[src/rtl/crc24_attach.sv]
// rtl/crc24_attach.sv - serial LTE CRC24 attachment stage feeding the turbo interleaver
//
// Takes a code-block payload one bit per cycle, forwards it unchanged and
// appends the 24-bit CRC MSB first. Each block totals LONG_LEN or SHORT_LEN
// output bits, selected by in_block_size sampled with the start bit.
//
// Ports:
//   clk, reset                  clock, synchronous active-high reset
//   in_valid/in_start/in_data   payload bit stream; in_start marks bit 0
//   in_block_size               1=long, 0=short; sampled with the start bit
//   in_ready                    stage accepts a bit this cycle
//   CRC_valid/CRC_data          registered serial output (payload then CRC)
//   CRC_start                   pulse with the first output bit of a block
//   block_size                  latched block size, held until the next start
//   done                        pulse the cycle after the last CRC bit
//   err                         protocol-error pulse
module crc24_attach #(
   parameter int            LONG_LEN  = 6144,
   parameter int            SHORT_LEN = 1056,
   parameter int            CRC_W     = 24,
   parameter logic [23:0]   CRC_POLY  = 24'h864CFB,
   parameter int            CNT_W     = 16
) (
   input  logic clk,
   input  logic reset,
   input  logic in_valid,
   input  logic in_start,
   input  logic in_data,
   input  logic in_block_size,
   output logic in_ready,
   output logic CRC_valid,
   output logic CRC_data,
   output logic CRC_start,
   output logic block_size,
   output logic done,
   output logic err
);

   localparam int             CC_W     = $clog2(CRC_W);
   localparam logic [CC_W-1:0] CRC_LAST = CC_W'(CRC_W - 1);

   typedef enum logic [1:0] {S_IDLE, S_PASS, S_APPEND, S_DONE} state_t;

   state_t             state, state_nx;
   logic [CRC_W-1:0]   crc, crc_nx;
   logic [CNT_W-1:0]   pay_cnt, pay_cnt_nx;
   logic [CC_W-1:0]    crc_cnt, crc_cnt_nx;
   logic               valid_nx, data_nx, start_nx, bs_nx, done_nx, err_nx;
   logic               accept;

   function automatic logic [CNT_W-1:0] pay_len_of(input logic bs);
      return bs ? CNT_W'(LONG_LEN - CRC_W) : CNT_W'(SHORT_LEN - CRC_W);
   endfunction

   function automatic logic [CRC_W-1:0] crc_step(input logic [CRC_W-1:0] c, input logic b);
      logic fb;
      fb = c[CRC_W-1] ^ b;
      return {c[CRC_W-2:0], 1'b0} ^ (fb ? CRC_POLY[CRC_W-1:0] : '0);
   endfunction

   assign accept = in_valid && in_ready;

   always_comb begin
      state_nx   = state;
      crc_nx     = crc;
      pay_cnt_nx = pay_cnt;
      crc_cnt_nx = crc_cnt;
      in_ready   = 1'b0;
      valid_nx   = 1'b0;
      data_nx    = 1'b0;
      start_nx   = 1'b0;
      bs_nx      = block_size;
      done_nx    = 1'b0;
      err_nx     = 1'b0;
      case (state)
         S_IDLE: begin
            in_ready = 1'b1;
            if (accept) begin
               if (in_start) begin
                  bs_nx      = in_block_size;
                  crc_nx     = crc_step('0, in_data);
                  pay_cnt_nx = CNT_W'(1);
                  crc_cnt_nx = '0;
                  valid_nx   = 1'b1;
                  data_nx    = in_data;
                  start_nx   = 1'b1;
                  state_nx   = (pay_len_of(in_block_size) == CNT_W'(1)) ? S_APPEND : S_PASS;
               end else begin
                  // Stray bit with no block open: dropped and flagged.
                  err_nx = 1'b1;
               end
            end
         end
         S_PASS: begin
            in_ready = 1'b1;
            if (accept) begin
               // A repeated start inside a block is kept as data.
               err_nx     = in_start;
               crc_nx     = crc_step(crc, in_data);
               pay_cnt_nx = pay_cnt + 1'b1;
               valid_nx   = 1'b1;
               data_nx    = in_data;
               if (pay_cnt + 1'b1 == pay_len_of(block_size)) begin
                  crc_cnt_nx = '0;
                  state_nx   = S_APPEND;
               end
            end
         end
         S_APPEND: begin
            // Shift the remainder out MSB first, directly behind the payload.
            valid_nx   = 1'b1;
            data_nx    = crc[CRC_W-1];
            crc_nx     = {crc[CRC_W-2:0], 1'b0};
            crc_cnt_nx = crc_cnt + 1'b1;
            if (crc_cnt == CRC_LAST) state_nx = S_DONE;
         end
         S_DONE: begin
            done_nx    = 1'b1;
            pay_cnt_nx = '0;
            crc_cnt_nx = '0;
            state_nx   = S_IDLE;
         end
         default: state_nx = S_IDLE;
      endcase
   end

   always_ff @(posedge clk) begin
      if (reset) begin
         state      <= S_IDLE;
         crc        <= '0;
         pay_cnt    <= '0;
         crc_cnt    <= '0;
         CRC_valid  <= 1'b0;
         CRC_data   <= 1'b0;
         CRC_start  <= 1'b0;
         block_size <= 1'b0;
         done       <= 1'b0;
         err        <= 1'b0;
      end else begin
         state      <= state_nx;
         crc        <= crc_nx;
         pay_cnt    <= pay_cnt_nx;
         crc_cnt    <= crc_cnt_nx;
         CRC_valid  <= valid_nx;
         CRC_data   <= data_nx;
         CRC_start  <= start_nx;
         block_size <= bs_nx;
         done       <= done_nx;
         err        <= err_nx;
      end
   end

endmodule

[config.mk]
export PLATFORM = sky130hd
export DESIGN_NAME = crc24_attach
export DESIGN_NICKNAME = d
export VERILOG_FILES = /design/src/rtl/crc24_attach.sv
export SDC_FILE = /design/constraint.sdc
export NUM_CORES = 1
export LEC_CHECK = 0
export BUFFER_PORTS_ARGS = -buffer_cell sky130_fd_sc_hd__buf_2
export CORE_MARGIN = 2
export CORE_UTILIZATION = 40
export CTS_CLUSTER_SIZE = 20
export DETAILED_ROUTE_END_ITERATION = 7
export GPL_ROUTABILITY_DRIVEN = 1
export PLACE_DENSITY_LB_ADDON = 0.3
export SETUP_SLACK_MARGIN = 0.1
export SKIP_LAST_GASP = 1
export SLEW_MARGIN = 20
export SYNTH_ARGS = -nofsm -noshare
export SYNTH_HDL_FRONTEND = slang
export SYNTH_SLANG_ARGS = --single-unit
export TNS_END_PERCENT = 30
[constraint.sdc]
create_clock -name clk -period 3.5 [get_ports clk]
set_input_delay 0.7 -clock clk [delete_from_list [all_inputs] [get_ports clk]]
set_output_delay 0.7 -clock clk [all_outputs]
set_load 0.03 [all_outputs]
# After elaboration in Yosys (flattened, before gate mapping)
# Cells that the tools add are included.
[word_totals]
out_inout_bits = 7
wordCells = 75
ff_bits = 53
[classes]
eq_ne = 11
add_sub_neg = 2
muxes = 38
reduce_logical = 11
bitwise_logic = 3
[op_table]
columns = ["cell", "n"]
rows = [
  ["two-way mux 24 bit", 5],
  ["one-hot mux 24 bit (3 select lines)", 1],
  ["two-way mux 16 bit", 3],
  ["one-hot mux 16 bit (3 select lines)", 1],
  ["two-way mux 13 bit", 2],
  ["bitwise XOR 24 bit", 1],
  ["two-way mux 5 bit", 4],
  ["one-hot mux 5 bit (4 select lines)", 1],
  ["adder 16 x 1 -> 16 bit (second input constant)", 1],
  ["== test 16 x 13 -> 1 bit", 1],
  ["== test 13 x 1 -> 1 bit (second input constant)", 1],
  ["two-way mux 2 bit", 6],
  ["AND reduction 4 bit", 3],
  ["two-way mux 1 bit", 11],
  ["!= test 2 bit (second input constant)", 5],
  ["one-hot mux 2 bit (4 select lines)", 1],
  ["one-hot mux 1 bit (3 select lines)", 2],
  ["nonzero test 3 bit", 2],
  ["adder 5 x 1 -> 5 bit (second input constant)", 1],
  ["== test 5 bit (second input constant)", 1],
  ["AND reduction 5 bit", 1],
  ["== test 2 bit (second input constant)", 2],
  ["OR reduction 2 bit", 2],
  ["AND reduction 3 bit", 1],
  ["other kinds (6)", 6],
]

# Logic depth before layout (Yosys ltp)
# Gate-level depths: netlist (run 1).
[depth]
ltp_word = 6
mapped_depth = 10
depth_no_buf = 9

# Worst setup path before layout (run 1)
# No wires, ideal clock.
[synth_timing]
path_type = "register to register"
from = "reg state[0]"
to = "reg crc_cnt[0]"
required_time_ns = 3.383
setup_slack_ns = 1.092
stages_incl_launch_ff = 11
setup_ns = 0.117
path_buffers = 2
t_arrival_ns = 2.291
path_cell_list = "dfxtp_1 inv_1 ha_1 clkbuf_1 a2bb2oi_1 o2111ai_1 a211o_1 a2111oi_4 buf_6 nor3_1 a22o_1"
[synth_between]
elab_chain_cells = 6
elab_cells_between_ends = 13
classes_between = "7 x eq/ne; 2 x mux; 4 x reduce/logical"
[synth_rtl]
columns = ["element", "line", "text"]
rows = [
  ["start, declared", "44", "state_t state, state_nx;"],
  ["start signal, assigned", "140", "state <= state_nx;"],
  ["== test 2 x 1 -> 1 bit or zero test 2 bit (tied branches)", "75", "case (state)"],
  ["OR reduction 2 bit (no source line)", "n/a", ""],
  ["two-way mux 1 bit", "75", ""],
  ["logical AND 1 bit", "61", "assign accept = in_valid && in_ready;"],
  ["!= test 2 bit (no source line)", "n/a", ""],
  ["AND reduction 4 bit (no source line)", "n/a", ""],
  ["end signal, assigned", "143", "crc_cnt <= crc_cnt_nx;"],
  ["end, declared", "47", "logic [CC_W-1:0] crc_cnt, crc_cnt_nx;"],
]
# Several ways; a longest one is shown, not always the timed one.
# A chain may end at the register's enable or synchronous reset.

# Final worst setup path (run 1)
[layout_timing]
from = "reg pay_cnt[0]"
to = "reg crc_cnt[1]"
[layout_between]
elab_chain_cells = 4
[layout_rtl]
columns = ["element", "line", "text"]
rows = [
  ["start, declared", "46", "logic [CNT_W-1:0] pay_cnt, pay_cnt_nx;"],
  ["start signal, assigned", "142", "pay_cnt <= pay_cnt_nx;"],
  ["adder 16 x 1 -> 16 bit", "103", "if (pay_cnt + 1'b1 == pay_len_of(block_size)) begin"],
  ["== test 16 x 13 -> 1 bit", "103", ""],
  ["!= test 2 bit (no source line)", "n/a", ""],
  ["AND reduction 4 bit (no source line)", "n/a", ""],
]
# Every way passes these cells.

==> impl_results.md, run 1 <==
- Status: complete, no violations
- Post-CTS Setup Bufs: 0
- Req. time, crit path: 3.76 ns
- Largest net degree at the start of global routing: 38
- Htree depth: 2
- CTS Buffer Depth: 2
- Drt via density: 5.74
- First-pass GRT wire length: around 12 mm
- Multi-input gate area: approximately 1800 µm²
- Critical-path top delay cell: a2111oi_4
- Post-Syn Instances: 381
- Post-Syn Nets: 393
- Min-Delay Path Class: reg2reg
- PwrDens: between 600 and 700 nW/µm²
- Yosys top cell by area: dfxtp_1
- Leak: 1.14 nW
- RSZ-0062 raised after global routing: no
- Initial antenna violation count: 0
- Grt total ovfl: 0
- Drt pass-1 iters: 4
- PostCTS Resize Cnt: 0
- TritonCTS clock tree: built
- Period minus WS final: between 2 and 3 ns
- Via count: 2,726
- Main synth FF type: dfxtp_1
- Peak VDD IR: 0.231 mV
- Flop pwr share: 37.4%
- Asr flop ratio synth: 0%
- Storage cell area: 1060 µm²
- Fin nets: about 390
- Yosys warning total: 0
- Max Freq: 0.365 GHz
- Crit path cell chain: ha_1, nand2_1, or3_1, xnor2_1, a32oi_1, a2111oi_4, or2_2, mux2i_1
- Clock Latency Late Sink: about 0.32 ns
- Setup TNS: 0 ns
- Design area: roughly 3200 µm²
- Cts bufs inserted: 5
- Int Pwr: about 1.2 mW
- Post-synth top area share: 34.8%
- Period utilisation layout: slightly below 80%
- Share of layout cells above drive strength 1: 9.84%
- Worst EP arrival: about 3.0 ns
- DP Area: about 3100 µm²
- Critical Path Source Type: flip-flop
- Post-synth cell types: 56
- Mapped Area: 3050 µm²
- Clk root buf: clkbuf_8
- Logic pwr share: 46.3%
- Hpwl dp: 4.42 mm
- Core area: ~7300 µm²
- # hold bufs at CTS: 0
- Initial core utilization: between 40 and 50%
- Final GP Congestion: 0.918
- N_diodes: 0
- Vias in the first global route: about 2,400
- I/O Buffers: 12
- Slew HR: 40.6%
- P_sw: 0.920 mW
- Die area: around 8300 µm²
- Die width: just over 90 µm
- Kind of critical path: reg2reg
- Clock share of power: between 10% and 20%
- Filler Cell Count: 719
- Clock Sinks: 53
- Ports: 13
- Area growth, synth to finish: 5.87%
- Fin. Hold Viols: 0
- Die Height: 91.3 µm
- WL per Instance: 14.1 µm
- Worst Skew: 0.0116 ns
- Final setup vio count: 0
- Synthesis-stage register bit count: 53
- Antenna viol nets, final: 0
- Syn Area/Cell: 8.00 µm²
- Slew @ Worst Pin: 0.889 ns
- Crit path largest cell delay: 0.64 ns
- DRC Markers: 0
- Post-synth EDFFs: 0
- GRT Overall Usage: 16.6%
- Clock Pin Slew Worst Setup and Hold Paths: 0.10 ns
- Final wirelength: 6.68 mm
- Worst-path fanout max: 11
- Max Cap Viol: 0
- # rows: 31
- Sw Ratio: a little over two fifths
- DR iter-0 viols: 138
- Final slew viol count: 0
- Dominant cells by area after synthesis: dfxtp_1 35%, nor2_1 5.2%, a21oi_1 5.1%
- Seq/Total Area, Yosys: 34.8%
- Crit. End Element: flip-flop
==> placed cells by master (no fill, tap or decap), drive strengths merged, types with 5 or more instances in the layout <==
cell and instances:
a221oi 12, ha 6, a21oi 31, mux2i 14
nand2 36, xor2 8, and2 6, inv 6
nor3 16, a21o 10, mux2 5, a211oi 12
nor2 42, o21ai 8, clkbuf 6, nand3 23
buf 17, dfxtp 53
==> final cells by class <==
class                           instances  area share, %
Clock buffer                            6           2.25
Inverter                                7          0.814
Tap cell                               99           3.84
Timing Repair Buffer                   17           3.02
Clock inverter                          2          0.465
Sequential cell                        53           32.9
Multi-Input combinational cell        291           56.7
==> cells in the mapped netlist, drive strengths merged (2+ instances only) <==
library cell	count
xor2	8
and2	6
a31oi	3
nand3b	4
a221oi	12
mux2i	14
a22oi	4
nor3	16
nor3b	4
nor4b	2
o211ai	4
a21o	10
or3	3
mux2	5
clkbuf	21
nand4	3
nor2	42
nand2b	3
nor2b	4
nand2	36
and4	2
ha	6
a211oi	12
xnor2	3
nand3	23
a21oi	31
nand4b	2
buf	9
dfxtp	53
or2	4
o21ai	8
inv	6
==> sequential cells by signal, indices dropped and copies added (netlist names) <==
signal / count
CRC_data: 1
CRC_start: 1
CRC_valid: 1
block_size: 1
crc: 24
crc_cnt: 5
done: 1
err: 1
pay_cnt: 16
state: 2
==> power groups by stage <==
| stage | sequential (mW) | combinational [mW] | clock (mW) |
|---|---|---|---|
| 3_3_place_gp | 0.812 | 0.976 | 0 |
| 4_1_cts | 0.803 | 0.997 | 0.365 |
| 3_5_place_dp | 0.815 | 0.991 | 0 |
| 5_1_grt | 0.818 | 1.11 | 0.391 |
| 2_1_floorplan | 0.802 | 0.787 | 0 |
| 6_report | 0.803 | 0.993 | 0.351 |
==> cells by family (layout without fill, tap and decap cells) <==
logic type               after synthesis  after routing  synth area share, %
AO/OA/AOI/OAI                         97             97                 22.2
buffers and inverters                 37             32                 5.13
flip-flops                            53             53                 34.8
AND/OR/NAND/NOR                      158            158                 25.8
adder cells (fa/ha/maj)                6              6                 2.46
multiplexers                          19             19                 6.44
XOR/XNOR                              11             11                 3.16
==> final timing paths <==
check | start | to | slack, ns | cells after the start
max | pay_cnt[0] | crc_cnt[1] | 0.76 | 8
max reg2reg | pay_cnt[0] | crc_cnt[1] | 0.76 | 8
min | crc[20] | crc[20] | 0.46 | 2
min reg2reg | crc[20] | crc[20] | 0.46 | 2
==> worst max-delay path, delay by kind of cell (launching register included) <==
| kind | cells | cell delay [ns] |
|---|---|---|
| fa+ha+maj | 1 | 0.33 |
| flops | 1 | 0.44 |
| compound gates | 2 | 0.81 |
| simple gates | 3 | 0.74 |
| mux | 1 | 0.17 |
| xor+xnor | 1 | 0.19 |
==> metal layers <==
metal / part of all wire (%) / global-route usage [%]
met5: 0 / 0
met4: 1.2 / 4.67
met1: 51 / 23.8
met3: 4.0 / 3.07
met2: 44 / 25.5
==> through the flow <==
| step | total power [mW] | std cells | setup slack [ns] | hold WS (ns) | util (%) |
|---|---|---|---|---|---|
| 3_3_place_gp | 1.79 | 467 | 0.852 | 0.440 | 42.8 |
| 4_1_cts | 2.17 | 475 | 0.751 | 0.462 | 44.0 |
| 5_1_grt | 2.32 | 475 | 0.529 | 0.492 | 44.0 |
| 2_1_floorplan | 1.59 | 381 | 1.09 | 0.432 | - |
| 6_report | 2.15 | 475 | 0.757 | 0.460 | 44.0 |
| 3_5_place_dp | 1.81 | 467 | 0.782 | 0.449 | 42.8 |
Power figures use the tool's default switching activity.
==> inputs of run 2 (changes only) <==
- clock period: 3.5 -> 2.7 ns (I/O delays scaled with it)
==> run 2 against run 1 <==
Combinational power rose by 36%. Global-route usage rose by 0.96 points. Critical path depth rose by 1. Flip-flop and latch count did not move. Via count fell by 0.77%. Utilization rose by 0.97 points.
==> impl_results.md, run 2 (synthesis results as in run 1) <==
- Status: complete, no violations
- Slew @ Worst Pin: 0.598 ns (-0.291 ns)
- Ports: 13 (unchanged)
- Max Freq: 0.410 GHz (+12%)
- Clk root buf: clkbuf_8
- Fin. Hold Viols: 0 (unchanged)
- DR iter-0 viols: 127 (-8.0%)
- DP Area: 3190 µm² (+1.7%)
- Design area: 3300 µm² (+2.2%)
- I/O Buffers: 12 (unchanged)
- Worst Skew: 0.0102 ns (-0.00140 ns)
- Core area: 7330 µm² (unchanged)
- Kind of critical path: reg2reg
- Worst EP arrival: 2.65 ns (-0.35 ns)
- Final GP Congestion: 0.850 (-7.4%)
- Worst path depth: 9 (+1)
- Critical Path Source Type: flip-flop
- Final slew viol count: 0 (unchanged)
- DRC Markers: 0 (unchanged)
- Die Height: 91.3 µm (unchanged)
- Leak: 1.17 nW (+3.2%)
- GRT Overall Usage: 17.6% (+0.96 points)
- Via count: 2,705 (-0.77%)
- Critical path's top delay family: compound AO/OA/AOI/OAI gates
- Logic pwr share: 47.4% (+1.1 points)
- Clock Latency Late Sink: 0.31 ns (about the same)
- Critical-path top delay cell: dfxtp_1
- PwrDens: 861 nW/µm² (+29%)
- Req. time, crit path: 2.91 ns (-0.85 ns)
- WL per Instance: 14.4 µm (+2.3%)
- Max Cap Viol: 0 (unchanged)
- Flop pwr share: 36.7% (-0.7 points)
- First-pass GRT wire length: 12.3 mm (+6.1%)
- Area growth, synth to finish: 8.21%
- TritonCTS clock tree: built
- Clock share of power: 15.9% (-0.5 points)
- Hpwl dp: 4.62 mm (+4.5%)
- CTS Buffer Depth: 2 (unchanged)
- Setup TNS: 0 ns (unchanged)
- N_diodes: 0 (unchanged)
- PnR worst setup slack: 0.259 ns (-0.498 ns)
- Max reg flops: 24 (unchanged)
- Cts bufs inserted: 5 (unchanged)
- Clock Sinks: 53 (unchanged)
- Int Pwr: 1.62 mW (+32%)
- Min-Delay Path Class: reg2reg
- RSZ-0062 raised after global routing: no
- # rows: 31 (unchanged)
- Crit path cell chain: ha_4, nand2_1, or3_1, xnor2_1, a32oi_1, a2111oi_4, buf_4, nor3_1, a22o_1
- Peak VDD IR: 0.441 mV (+91%)
- # hold bufs at CTS: 0 (unchanged)
- Period utilisation layout: 90.4% (+12 points)
- Most frequent cells in the layout: 53 x dfxtp_1, 42 x nor2_1, 36 x nand2_1
- Crit path largest cell delay: 0.44 ns (-0.20 ns)
- Die area: 8340 µm² (unchanged)
- Commonest non-fill, non-tap cell in the layout: dfxtp_1
- Drt via density: 5.62 (-2.0%)
- Period minus WS final: 2.44 ns (-0.302 ns)
- Share of layout cells above drive strength 1: 12.3% (+2.5 points)
- Clock Pin Slew Worst Setup and Hold Paths: 0.10 ns (about the same)
- Antenna viol nets, final: 0 (unchanged)
- Drt pass-1 iters: 4 (unchanged)
- Die width: 91.3 µm (unchanged)
- Setup WS pre-CTS: 0.113 ns (-0.669 ns)
- Hold slack: 0.461 ns (+0.000735 ns)
- Largest net degree at the start of global routing: 38 (unchanged)
- Crit. End Element: flip-flop
- Vias in the first global route: 2,643 (+9.1%)
- Grt total ovfl: 0 (unchanged)
- P_sw: 1.21 mW (+32%)
- Top reg by flops: crc
- Slew HR: 59.0% (+18 points)
- Final wirelength: 6.92 mm (+3.5%)
- Initial core utilization: 41.6% (unchanged)
- Worst-path fanout max: 8 (-3)
- Reg2reg path depth: 9 (+1)
- Final setup vio count: 0 (unchanged)
- Sw Ratio: 42.8% (about the same)
- Largest regs: crc (24), pay_cnt (16), crc_cnt (5)
- Hold Path Stages: 2 (unchanged)
- Initial antenna violation count: 0 (unchanged)
- Fin nets: 394 (+1.8%)
- Htree depth: 2 (unchanged)
- CP Buf/Inv Count: 1 (+1)
==> run 2: power by group through the flow <==
| stage | registers (mW) | logic (mW) | clock network [mW] |
|---|---|---|---|
| after global placement | 1.05 | 1.32 | 0 |
| after detailed placement | 1.05 | 1.34 | 0 |
| after CTS | 1.04 | 1.34 | 0.478 |
| final | 1.04 | 1.35 | 0.451 |
| after floorplan | 1.04 | 1.02 | 0 |
| after global routing | 1.06 | 1.52 | 0.504 |
==> run 2: area by class of cell <==
cell class	instances	area, µm²
multi-input combinational	291	1850
sequential	53	1060
clock buffer	5	68.8
clock inverter	2	16.3
fill	716	4030
inverter	7	26.3
tap	99	124
timing repair buffer	24	150
==> run 2: final timing paths <==
check                                 from         end  slack [ns]
worst min register to register     crc[15]     crc[15]        0.46
worst min-delay path               crc[15]     crc[15]        0.46
worst max register to register  pay_cnt[1]  crc_cnt[0]        0.26
worst max-delay path            pay_cnt[1]  crc_cnt[0]        0.26
==> run 2: tightest hold or removal path, delay by kind of cell, from the launching register on <==
family | cells | cell delay, ns
flip-flops | 1 | 0.33
AND/OR/NAND/NOR | 1 | 0.05
AO/OA/AOI/OAI | 1 | 0.05
==> run 2: timing repair <==
| action | CTS | global route |
|---|---|---|
| setup endpoints to repair | 0 | 7 |
| gates resized for setup | 0 | 4 |
| buffers inserted | 0 | 0 |
==> run 2: stage by stage <==
stage / utilization, % / cells / power, mW
5_1_grt: 45.0 / 481 / 3.08
6_report: 45.0 / 481 / 2.84
2_1_floorplan: - / 381 / 2.06
3_3_place_gp: 43.6 / 474 / 2.37
3_5_place_dp: 43.6 / 474 / 2.39
4_1_cts: 44.7 / 481 / 2.86
==> run 2: routing by layer <==
metal  vias to the layer above  GRT usage (%)  part of all wire (%)
li1                       1383              -                     -
met1                      1286           23.9                    51
met2                        29           28.5                    46
met3                         7           2.66                   2.0
met4                         0           5.81                   1.2
met5                         -              0                     0
